`config.mk`:
```
export PLATFORM = sky130hd
export DESIGN_NAME = verificador_gray
export DESIGN_NICKNAME = d
export VERILOG_FILES = /design/src/rtl/verificador_gray_pkg.sv /design/src/rtl/verificador_gray_gray_a_binario.sv /design/src/rtl/verificador_gray.sv
export SDC_FILE = /design/constraint.sdc
export NUM_CORES = 1
export LEC_CHECK = 0
export BUFFER_PORTS_ARGS = -buffer_cell sky130_fd_sc_hd__buf_2
export CORE_UTILIZATION = 39
export CTS_CLUSTER_SIZE = 28
export DETAILED_ROUTE_END_ITERATION = 10
export PLACE_DENSITY = 0.7
export SYNTH_ARGS = -nofsm -noshare
export SYNTH_HDL_FRONTEND = slang
export SYNTH_SLANG_ARGS = --single-unit
```
`constraint.sdc`:
```
create_clock -name clk -period 2 [get_ports clk]
set_input_delay 0.1 -clock clk [delete_from_list [all_inputs] [get_ports clk]]
set_output_delay 0.1 -clock clk [all_outputs]
set_load 0.005 [all_outputs]
```
`src/rtl/verificador_gray_pkg.sv`:
```
// Shared types, default parameters and the Gray-to-binary helper for the
// verificador_gray protocol checker.
package verificador_gray_pkg;

  localparam int DEFAULT_WIDTH      = 5;
  localparam int DEFAULT_LOCK_COUNT = 4;
  localparam int DEFAULT_ERR_W      = 8;

  // Widest word gray2bin handles; narrower words are zero-extended.
  localparam int GRAY_MAX_W = 32;

  typedef logic [1:0] state_t;

  localparam state_t UNLOCKED = 2'd0;
  localparam state_t SYNC     = 2'd1;
  localparam state_t LOCKED   = 2'd2;

  // Leading zeros decode to zeros, so one fixed-width function serves all widths.
  function automatic logic [GRAY_MAX_W-1:0] gray2bin(input logic [GRAY_MAX_W-1:0] g);
    logic [GRAY_MAX_W-1:0] b;
    b[GRAY_MAX_W-1] = g[GRAY_MAX_W-1];
    for (int i = GRAY_MAX_W - 2; i >= 0; i--) begin
      b[i] = b[i+1] ^ g[i];
    end
    return b;
  endfunction

endpackage

```
`src/rtl/verificador_gray_gray_a_binario.sv`:
```
// Combinational Gray-to-binary decoder, WIDTH-parameterised (WIDTH <= 32).
module gray_a_binario
  import verificador_gray_pkg::*;
#(
  parameter int WIDTH = DEFAULT_WIDTH
) (
  input  logic [WIDTH-1:0] gray_in,
  output logic [WIDTH-1:0] bin_out
);

  assign bin_out = WIDTH'(gray2bin(GRAY_MAX_W'(gray_in)));

endmodule

```
`src/rtl/verificador_gray.sv`:
```
// Gray-sequence checker: decodes accepted samples, locks after LOCK_COUNT good
// increments and counts violations. Define GRAY_ERR_SAT_EN to saturate error_count.
module verificador_gray
  import verificador_gray_pkg::*;
#(
  parameter int WIDTH      = DEFAULT_WIDTH,
  parameter int LOCK_COUNT = DEFAULT_LOCK_COUNT,
  parameter int ERR_W      = DEFAULT_ERR_W
) (
  input  logic             clk,
  input  logic             reset,
  input  logic             enable,
  input  logic [WIDTH-1:0] entrada_gray,
  output logic [WIDTH-1:0] salida_binaria,
  output logic             valid_out,
  output logic             locked,
  output logic             error,
  output logic [ERR_W-1:0] error_count
);

  localparam int GW = $clog2(LOCK_COUNT + 1);
  localparam logic [GW-1:0] LOCK_LAST = GW'(LOCK_COUNT - 1);

  logic [WIDTH-1:0] bin;
  logic [WIDTH-1:0] expected;
  logic             match;

  state_t           state_q, state_d;
  logic [WIDTH-1:0] last_q, last_d;
  logic [GW-1:0]    good_cnt_q, good_cnt_d;
  logic [WIDTH-1:0] salida_q, salida_d;
  logic             valid_q, valid_d;
  logic             locked_q, locked_d;
  logic             error_q, error_d;
  logic [ERR_W-1:0] err_cnt_q, err_cnt_d;

  gray_a_binario #(.WIDTH(WIDTH)) u_decoder (
    .gray_in (entrada_gray),
    .bin_out (bin)
  );

  // Wrap from all-ones to zero is a legal increment.
  assign expected = last_q + WIDTH'(1);
  assign match    = (bin == expected);

  always_comb begin
    state_d    = state_q;
    last_d     = last_q;
    good_cnt_d = good_cnt_q;
    salida_d   = salida_q;
    valid_d    = 1'b0;
    error_d    = 1'b0;
    err_cnt_d  = err_cnt_q;

    if (enable) begin
      valid_d  = 1'b1;
      salida_d = bin;
      last_d   = bin;
      case (state_q)
        UNLOCKED: begin
          good_cnt_d = '0;
          state_d    = SYNC;
        end
        SYNC: begin
          if (match) begin
            good_cnt_d = good_cnt_q + GW'(1);
            if (good_cnt_q == LOCK_LAST) begin
              state_d = LOCKED;
            end
          end else begin
            good_cnt_d = '0;
          end
        end
        LOCKED: begin
          if (!match) begin
            error_d    = 1'b1;
            good_cnt_d = '0;
            state_d    = SYNC;
`ifdef GRAY_ERR_SAT_EN
            if (err_cnt_q != '1) begin
              err_cnt_d = err_cnt_q + ERR_W'(1);
            end
`else
            err_cnt_d = err_cnt_q + ERR_W'(1);
`endif
          end
        end
        default: begin
          good_cnt_d = '0;
          state_d    = UNLOCKED;
        end
      endcase
    end

    // Registered alongside valid_out so it reflects the triggering sample.
    locked_d = (state_d == LOCKED);
  end

  always_ff @(posedge clk) begin
    if (reset) begin
      state_q    <= UNLOCKED;
      last_q     <= '0;
      good_cnt_q <= '0;
      salida_q   <= '0;
      valid_q    <= 1'b0;
      locked_q   <= 1'b0;
      error_q    <= 1'b0;
      err_cnt_q  <= '0;
    end else begin
      state_q    <= state_d;
      last_q     <= last_d;
      good_cnt_q <= good_cnt_d;
      salida_q   <= salida_d;
      valid_q    <= valid_d;
      locked_q   <= locked_d;
      error_q    <= error_d;
      err_cnt_q  <= err_cnt_d;
    end
  end

  assign salida_binaria = salida_q;
  assign valid_out      = valid_q;
  assign locked         = locked_q;
  assign error          = error_q;
  assign error_count    = err_cnt_q;

endmodule

```
Word level (Yosys, flattened, before mapping)
Index checks and enable logic that the tools add are counted.
{"block": "classes", "n_addsub": 3, "n_eq_ne": 6, "mux": 10, "n_bitwise": 7, "reduce_logical": 4}
{"op": "$add A8 B1 Y8 const B", "count": 1}
{"op": "$mux W2", "count": 4}
{"op": "$mux W3", "count": 2}
{"op": "$pmux W2 S3", "count": 1}
{"op": "$pmux W3 S2", "count": 1}
{"op": "$add A5 B1 Y5 const B", "count": 1}
{"op": "$eq A5 B5 Y1", "count": 1}
{"op": "$eq A2 B2 Y1 const B", "count": 2}
{"op": "$xor A1 B1 Y1", "count": 4}
{"op": "$add A3 B1 Y3 const B", "count": 1}
{"op": "$eq A3 B2 Y1 const B", "count": 1}
{"op": "$not A1 Y1", "count": 3}
{"op": "$reduce_and A3 Y1", "count": 1}
{"op": "$reduce_or A3 Y1", "count": 1}
{"op": "$eq A2 B1 Y1 const B", "count": 1}
{"op": "$logic_not A2 Y1", "count": 1}
{"op": "$mux W1", "count": 2}
{"op": "$ne A2 B2 Y1 const B", "count": 1}
{"op": "$reduce_and A2 Y1", "count": 1}
{"block": "word_totals", "reg_bits": 21, "input_bits": 8, "word_cells": 37}

Depth between registers and ports, before layout
Gate-level depths: netlist of the first run.
{"block": "logic_depth", "ltp_word": 9, "ltp_mapped": 7, "ltp_nobuf": 7}

Hierarchy
A second synthesis of the first run with hierarchy kept.
{"block": "unflattened", "cells_unflattened": 131, "area_unflattened_um2": 1290.0}
{"module": "verificador_gray", "n_inst": 1, "cells_per_inst": 125, "area_each_um2": 1217.4, "seq_area_each_um2": 420.4}
{"module": "gray_a_binario", "n_inst": 1, "cells_per_inst": 6, "area_each_um2": 72.6, "seq_area_each_um2": 0.0}

Least setup slack after synthesis of the first run
No wires, ideal clock.
{"block": "synth_path", "path_kind": "reg-to-reg", "startpoint": "reg salida_binaria[0] (netlist name)", "endpoint": "reg err_cnt_q[6], in the netlist error_count[6]", "setup_time_ns": 0.071, "t_arrival_ns": 2.099, "required_time_ns": 1.929, "setup_slack_ns": -0.170, "stages_incl_launch_ff": 8, "path_buffers": 0, "period_less_slack_ns": 2.170, "cell_sequence": "dfxtp_1 ha_1 and2b_2 mux2i_1 a2bb2oi_4 o21ai_4 or4_1 a21oi_1"}
{"element": "to (signal assigned)", "line_no": "verificador_gray.sv:117", "source": "err_cnt_q <= err_cnt_d;"}
{"element": "to (decl)", "line_no": "verificador_gray.sv:35", "source": "logic [ERR_W-1:0] err_cnt_q, err_cnt_d;"}

==> run_results.csv, run 1 <==
group,metric,value,unit
sta,skew,0.00747,ns
worst_setup_path,path_max_fanout,4,
floorplanning,core_area,0.00281,sq mm
floorplanning,start_util,0.417,
worst_setup_path,crit_required,2.25,ns
floorplanning,fp.dieH,56.8,um
placement,gp_congestion,0.764,
sta,worst_slack,-0.0143,ns
logic_synthesis,netlist_area,0.00117,sq mm
logic_synthesis,syn_nets,133,
route,drt-pass1-iter-count,7,
logic_synthesis,syn_inst,121,
floorplanning,die_w,56.8,um
final_layout,antenna_cells,0,
logic_synthesis,synth.largest_area_cell,"dfxtp_1",
clock_tree,cts.sinks,21,
clock_tree,clk_latency,0.31,ns
placement,place_hpwl,1.70,mm
route,wirelength,2.40,mm
sta,layout_min_cycle_time,2.01,ns
logic_synthesis,yosysTopAreaCellShare,0.359,
worst_setup_path,end_kind,"flop",
final_layout,area_delta_synth_final,27.4,%
final_layout,fin_nets,165,
global_routing,grt_pass1_vias,940,
global_routing,gr-usage-all-layers,0.159,
clock_tree,cts_tree,"yes",
power,powerDensity,611,mW/mm^2
global_routing,antenna_found_initial,0,
power,power_leakage,0.604,nW
sta,tightestPinTransition,0.419,ns
run_status,violations,"DRC, setup timing",
worst_setup_path,critPathLaunch,"salida_binaria[0]",
worst_setup_path,crit_end,"error_count[6]",
worst_setup_path,cp_slowest_cell,"or4_4",
logic_synthesis,ys_ff_latch,21,
sta,fin_setup_tns,-0.0143,ns
floorplanning,core.rowCount,19,
run_status,status,"finished with violations",
worst_setup_path,crit_family,"simple AND/OR/NAND/NOR gates",
route,drcViolationCount,2,
route,drt_iter0_drc,53,
final_layout,drive_gt1_frac,0.401,
route,vias,978,
route,wirelength_met1,1.13,mm
placement,placed_area,0.00139,sq mm
sta,holdWs,0.106,ns
worst_setup_path,critical_path.cell_chain,"ha_4 > and2b_2 > mux2i_4 > a2bb2oi_4 > o21ai_4 > or4_4 > a21oi_2",
sta,fin_crit_sh,1.01,
clock_tree,cts_buffers,3,
global_routing,grt_max_degree,23,
route,ant_nets,0,
sta,slew_viol_final,0,
route,wl_per_cell,13.1,um
logic_synthesis,ys_types,37,
worst_setup_path,crit_buf_inv,0,
sta,rsz0062_at_grt,"yes",
worst_setup_path,ff2ff_path_depth,7,
worst_setup_path,crit_path_start_kind,"flop",
worst_setup_path,crit_arrival,2.27,ns
sta,final-setup-viol-count,1,
sta,fmax,496,MHz
final_layout,design_area,0.00149,sq mm
logic_synthesis,ys_seq_area_frac,0.359,
logic_synthesis,yosys_warnings,0,
worst_setup_path,reg2reg_setup_slack,-0.01,ns
logic_synthesis,synthTopCellsByArea,"dfxtp_1, xnor2_1, mux2i_1, ha_1, nor2_1",
worst_setup_path,cp_num_cells,7,
clock_tree,htreeDepth,1,
clock_tree,root_buffer,"clkbuf_4",
clock_tree,path_clk_slew,0.12,ns
floorplanning,dieArea,0.00322,sq mm
logic_synthesis,ys_async_sr_fraction,0,
sta,slew-limit-headroom,0.720,
route,maxUsedRoutingLayer,"met4",
clock_tree,clock_path_buffers,2,
placement,port-buffer-count,23,
logic_synthesis,synth-main-ff-cell,"dfxtp_1",
worst_setup_path,r2r_end,"error_count[6]",
worst_setup_path,r2r-start,"salida_binaria[0]",
worst_setup_path,cpPeakStageDelay,0.49,ns
logic_synthesis,synth-edff-count,0,
global_routing,grt_pass1_wl,4.05,mm
global_routing,grt_overflow,0,
route,dr_wl_met2,1.15,mm
power,irDropWorstVdd,0.327,mV
hold_path,min_path_type,"in -> reg",
sta,finalHoldViolCount,0,
run,timing.max_cap.violations,0,
floorplanning,num_io_pins,24,
placement,place_ws,-0.0544,ns
route,avgViaCountPerCell,5.34,
logic_synthesis,syn_area_per_cell,9.67,sq um
worst_setup_path,crit_type,"reg -> reg",
route,wl_met3,102,um
==> metrics by stage <==
step / utilization / power (W) / std cells
2_1_floorplan: - / 0.000627 / 121
3_3_place_gp: 0.496 / 0.000679 / 177
3_5_place_dp: 0.496 / 0.000685 / 177
4_1_cts: 0.515 / 0.000906 / 182
5_1_grt: 0.531 / 0.000955 / 183
6_report: 0.531 / 0.000911 / 183
==> worst min path at each step <==
stage / start / to / depth (start not counted)
6_report: entrada_gray[4] / salida_binaria[4] / 3
5_1_grt: entrada_gray[4] / salida_binaria[4] / 3
4_1_cts: entrada_gray[4] / salida_binaria[4] / 3
3_5_place_dp: entrada_gray[4] / salida_binaria[4] / 3
3_3_place_gp: entrada_gray[4] / salida_binaria[4] / 3
2_1_floorplan: entrada_gray[4] / salida_binaria[4] / 2
==> synth_stat cells, types with 2 or more instances <==
cell type and number:
mux2i_1 6, nor2b_1 3, ha_1 4, dfxtp_1 21, xnor2_1 8, o21ai_0 2
o2bb2ai_1 3, nand3_1 7, or3_1 2, clkbuf_1 3, nor2_1 12, inv_1 4
a211oi_1 3, nand4_1 2, nand2_1 7, and2b_2 2, xor2_1 2, nand2_2 2
a21oi_1 6, or4_1 2, nor3_1 2, o31ai_1 3
==> cell families (layout without fill, tap and decap cells) <==
| kind of cell | after synthesis | in the layout | synth area share |
|---|---|---|---|
| AND/OR/NAND/NOR | 46 | 46 | 0.209 |
| adder cells (fa/ha/maj) | 4 | 4 | 0.0428 |
| multiplexers | 7 | 7 | 0.0610 |
| flip-flops | 21 | 21 | 0.359 |
| AO/OA/AOI/OAI | 22 | 22 | 0.164 |
| XOR/XNOR | 13 | 13 | 0.139 |
| buffers and inverters | 8 | 39 | 0.0257 |
==> sequential cells by signal, indices dropped and copies added (netlist names) <==
signal          cells
error_count         8
salida_binaria      5
good_cnt_q          3
state_q             2
error               1
locked              1
valid_out           1
==> per-layer routing <==
layer,vias to the layer above,GRT usage
li1,491,-
met1,466,0.196
met2,19,0.274
met3,2,0.0415
met4,0,0.0418
met5,-,0
==> placed cells by master (no fill, tap or decap), drive strengths merged, types with 4 or more instances in the layout <==
cell type / synthesis / final
nor2: 13 / 13
nand2: 9 / 9
o2bb2ai: 4 / 4
mux2i: 6 / 6
inv: 4 / 4
buf: 1 / 31
ha: 4 / 4
a21oi: 6 / 6
dfxtp: 21 / 21
xnor2: 8 / 8
nand3: 7 / 7
==> worst reg2reg max path: stages (launching register included) <==
cell,delay (ns)
dfxtp_4,0.38
ha_4,0.27
and2b_2,0.23
mux2i_4,0.19
a2bb2oi_4,0.20
o21ai_4,0.10
or4_4,0.49
a21oi_2,0.12
==> power by group <==
part	leakage (nW)	switching (W)	total, W	internal, W
combinational	0.414	0.000123	0.000257	0.000134
clock	0.0177	0.000132	0.000206	0.0000747
sequential	0.172	0.0000160	0.000447	0.000431
total	0.604	0.000271	0.000911	0.000640
==> area by class of cell <==
| type | count | area, sq um |
|---|---|---|
| tap | 31 | 38.8 |
| fill | 278 | 1320 |
| timing repair buffer | 31 | 175 |
| clock inverter | 1 | 5.00 |
| clock buffer | 3 | 22.5 |
| multi-input combinational | 92 | 808 |
| sequential | 21 | 425 |
| inverter | 4 | 15.0 |
==> timing repair <==
action / CTS / global route
hold buffers: 0 / 0
buffers inserted: 1 / 1
endpoints found under the setup margin: 7 / 7
pin swaps: 4 / 7
endpoints found under the hold margin: 0 / 0
gates resized for setup: 3 / 7
gates cloned: 0 / 0
Note: power is estimated with default switching activity, not from simulation.
==> inputs of run 2 (changes only) <==
CELL_PAD_IN_SITES_DETAIL_PLACEMENT = 0   (was unset)
CELL_PAD_IN_SITES_GLOBAL_PLACEMENT = 2   (was unset)
CORE_UTILIZATION = 29   (was 39)
PLACE_DENSITY = 0.81   (was 0.7)
SETUP_SLACK_MARGIN = 0.5   (was unset)
==> run 2 against run 1 <==
Compared with the run above: the flow now finishes without violations; clock skew down 0.0026 ns; sequential share of layout area down 1.2 points; total power up 11%; first-iteration DRC count down 11%; worst setup slack better by 0.021 ns; register-to-register slack better by 0.02 ns; combinational power up 7.8%.
==> run_results.csv, run 2 (synthesis gave the netlist of run 1 again) <==
group,metric,value,unit
route,ant_nets,0,
sta,skew,0.00486,ns
sta,fin_setup_tns,0,ns
run,timing.max_cap.violations,0,
route,wl_per_cell,12.4,um
global_routing,grt_overflow,0,
power,switchingPower,0.000294,W
sta,layout_min_cycle_time,1.99,ns
floorplanning,start_util,0.310,
global_routing,grt_max_degree,23,
final_layout,nFillCells,375,
power,powerDensity,642,mW/mm^2
worst_setup_path,crit_path_start_kind,"flop",
sta,final-setup-viol-count,0,
final_layout,fin_nets,168,
global_routing,grt_pass1_vias,949,
route,drcViolationCount,0,
sta,slew_viol_final,0,
floorplanning,core_area,0.00377,sq mm
clock_tree,clk_latency,0.26,ns
floorplanning,dieArea,0.00429,sq mm
sta,fmax,502,MHz
sta,rsz0062_at_grt,"yes",
placement,place_hpwl,1.82,mm
worst_setup_path,reg2reg_setup_slack,0.007,ns
final_layout,drive_gt1_frac,0.419,
worst_setup_path,path_max_fanout,6,
floorplanning,fp.dieH,65.5,um
power,power_frac_seq,0.444,
clock_tree,htreeDepth,1,
final_layout,largest_register_ffs,8,
final_layout,utilization,0.417,
global_routing,antenna_found_initial,0,
worst_setup_path,crit_required,2.20,ns
final_layout,final_common_cell,"buf_2",
sta,worst_slack,0.00689,ns
clock_tree,cts.sinks,21,
final_layout,area_delta_synth_final,34.3,%
final_layout,final_cell_mix,"buf_2, dfxtp_1, nor2_1, buf_4, nand3_1",
route,vias,967,
clock_tree,cts_buffers,3,
power,swShare,0.291,
worst_setup_path,ff2ff_path_depth,7,
worst_setup_path,end_kind,"flop",
route,drt_iter0_drc,47,
route,drt-pass1-iter-count,4,
global_routing,grt_pass1_wl,4.19,mm
worst_setup_path,r2r_end,"error_count[6]",
global_routing,gr-usage-all-layers,0.126,
worst_setup_path,crit_arrival,2.19,ns
worst_setup_path,r2r-start,"salida_binaria[0]",
route,wirelength,2.52,mm
placement,gp_congestion,0.758,
worst_setup_path,crit_type,"reg -> reg",
worst_setup_path,critPathLaunch,"salida_binaria[0]",
clock_tree,cts_tree,"yes",
route,avgViaCountPerCell,4.76,
clock_tree,root_buffer,"clkbuf_8",
floorplanning,die_w,65.5,um
run_status,status,"finished, final reports clean",
power,power_frac_comb,0.274,
clock_tree,clock_path_buffers,2,
power,p_int,0.000716,W
power,finalPower,0.00101,W
hold_path,min_path_type,"in -> reg",
placement,place_ws,-0.0350,ns
sta,tightestPinTransition,0.422,ns
sta,fin_crit_sh,0.997,
floorplanning,num_io_pins,24,
final_layout,finalNonFillerCells,203,
placement,dp_cells,192,
floorplanning,core.rowCount,22,
sta,slew-limit-headroom,0.719,
final_layout,antenna_cells,0,
clock_tree,path_clk_slew,0.08,ns
worst_setup_path,crit_end,"error_count[6]",
sta,finalHoldViolCount,0,
placement,port-buffer-count,23,
power,p_clk_frac,0.282,
power,power_leakage,0.631,nW
power,irDropWorstVdd,0.203,mV
## run 2: cell count changes in the layout (fill, tap and decap cells not counted), sizes merged
| cell | delta |
|---|---|
| buf | +3 |
## run 2: repair_timing
item,in CTS,in global routing
hold buffers,0,0
setup endpoints to repair,15,15
pin swaps,3,2
resized for setup,7,5
setup buffers,5,2
## run 2: worst min-delay path by stage
stage | startpoint | slack [ns] | cells after the start | to
floorplan | entrada_gray[4] | 0.25 | 2 | salida_binaria[4]
detailed placement | entrada_gray[4] | 0.42 | 3 | salida_binaria[4]
global placement | entrada_gray[4] | 0.40 | 3 | salida_binaria[4]
finish | entrada_gray[4] | 0.15 | 3 | salida_binaria[4]
CTS | entrada_gray[4] | 0.15 | 3 | salida_binaria[4]
global route | entrada_gray[4] | 0.19 | 3 | salida_binaria[4]
## run 2: worst max-delay path: stages (launching register included)
cell	delay [ns]
dfxtp_4	0.37
ha_4	0.28
and2b_2	0.22
mux2i_4	0.18
a2bb2oi_4	0.20
o21ai_4	0.08
or4_1	0.47
a21oi_1	0.12
## run 2: power by group through the flow
stage	Sequential, W	Combinational (W)	Clock [W]
after CTS	0.000447	0.000270	0.000298
after global routing	0.000450	0.000297	0.000308
after floorplan	0.000458	0.000176	0
after detailed placement	0.000459	0.000230	0
after global placement	0.000458	0.000225	0
final	0.000448	0.000277	0.000285
## run 2: final cells by class
cell class,instances,area (sq um),share of cell area
clock inverters,1,5.00,0.00318
clock buffers,3,41.3,0.0263
well taps,48,60.1,0.0382
inverters,4,15.0,0.00955
repair buffers,34,198,0.126
flip-flops and latches,21,429,0.273
multi-input cells,92,823,0.524
## run 2: metal layers
metal,track usage,part of all wire,vias up
li1,-,-,496
met1,0.157,0.47,455
met2,0.215,0.50,12
met3,0.0156,0.022,4
met4,0.0571,0.013,0
met5,0,0,-
## run 2: through the flow
stage	hold slack (ns)	area (sq um)
finish	0.148	1570
global route	0.191	1570
detailed placement	0.421	1410
global placement	0.398	1410
CTS	0.149	1530
floorplan	0.247	1220
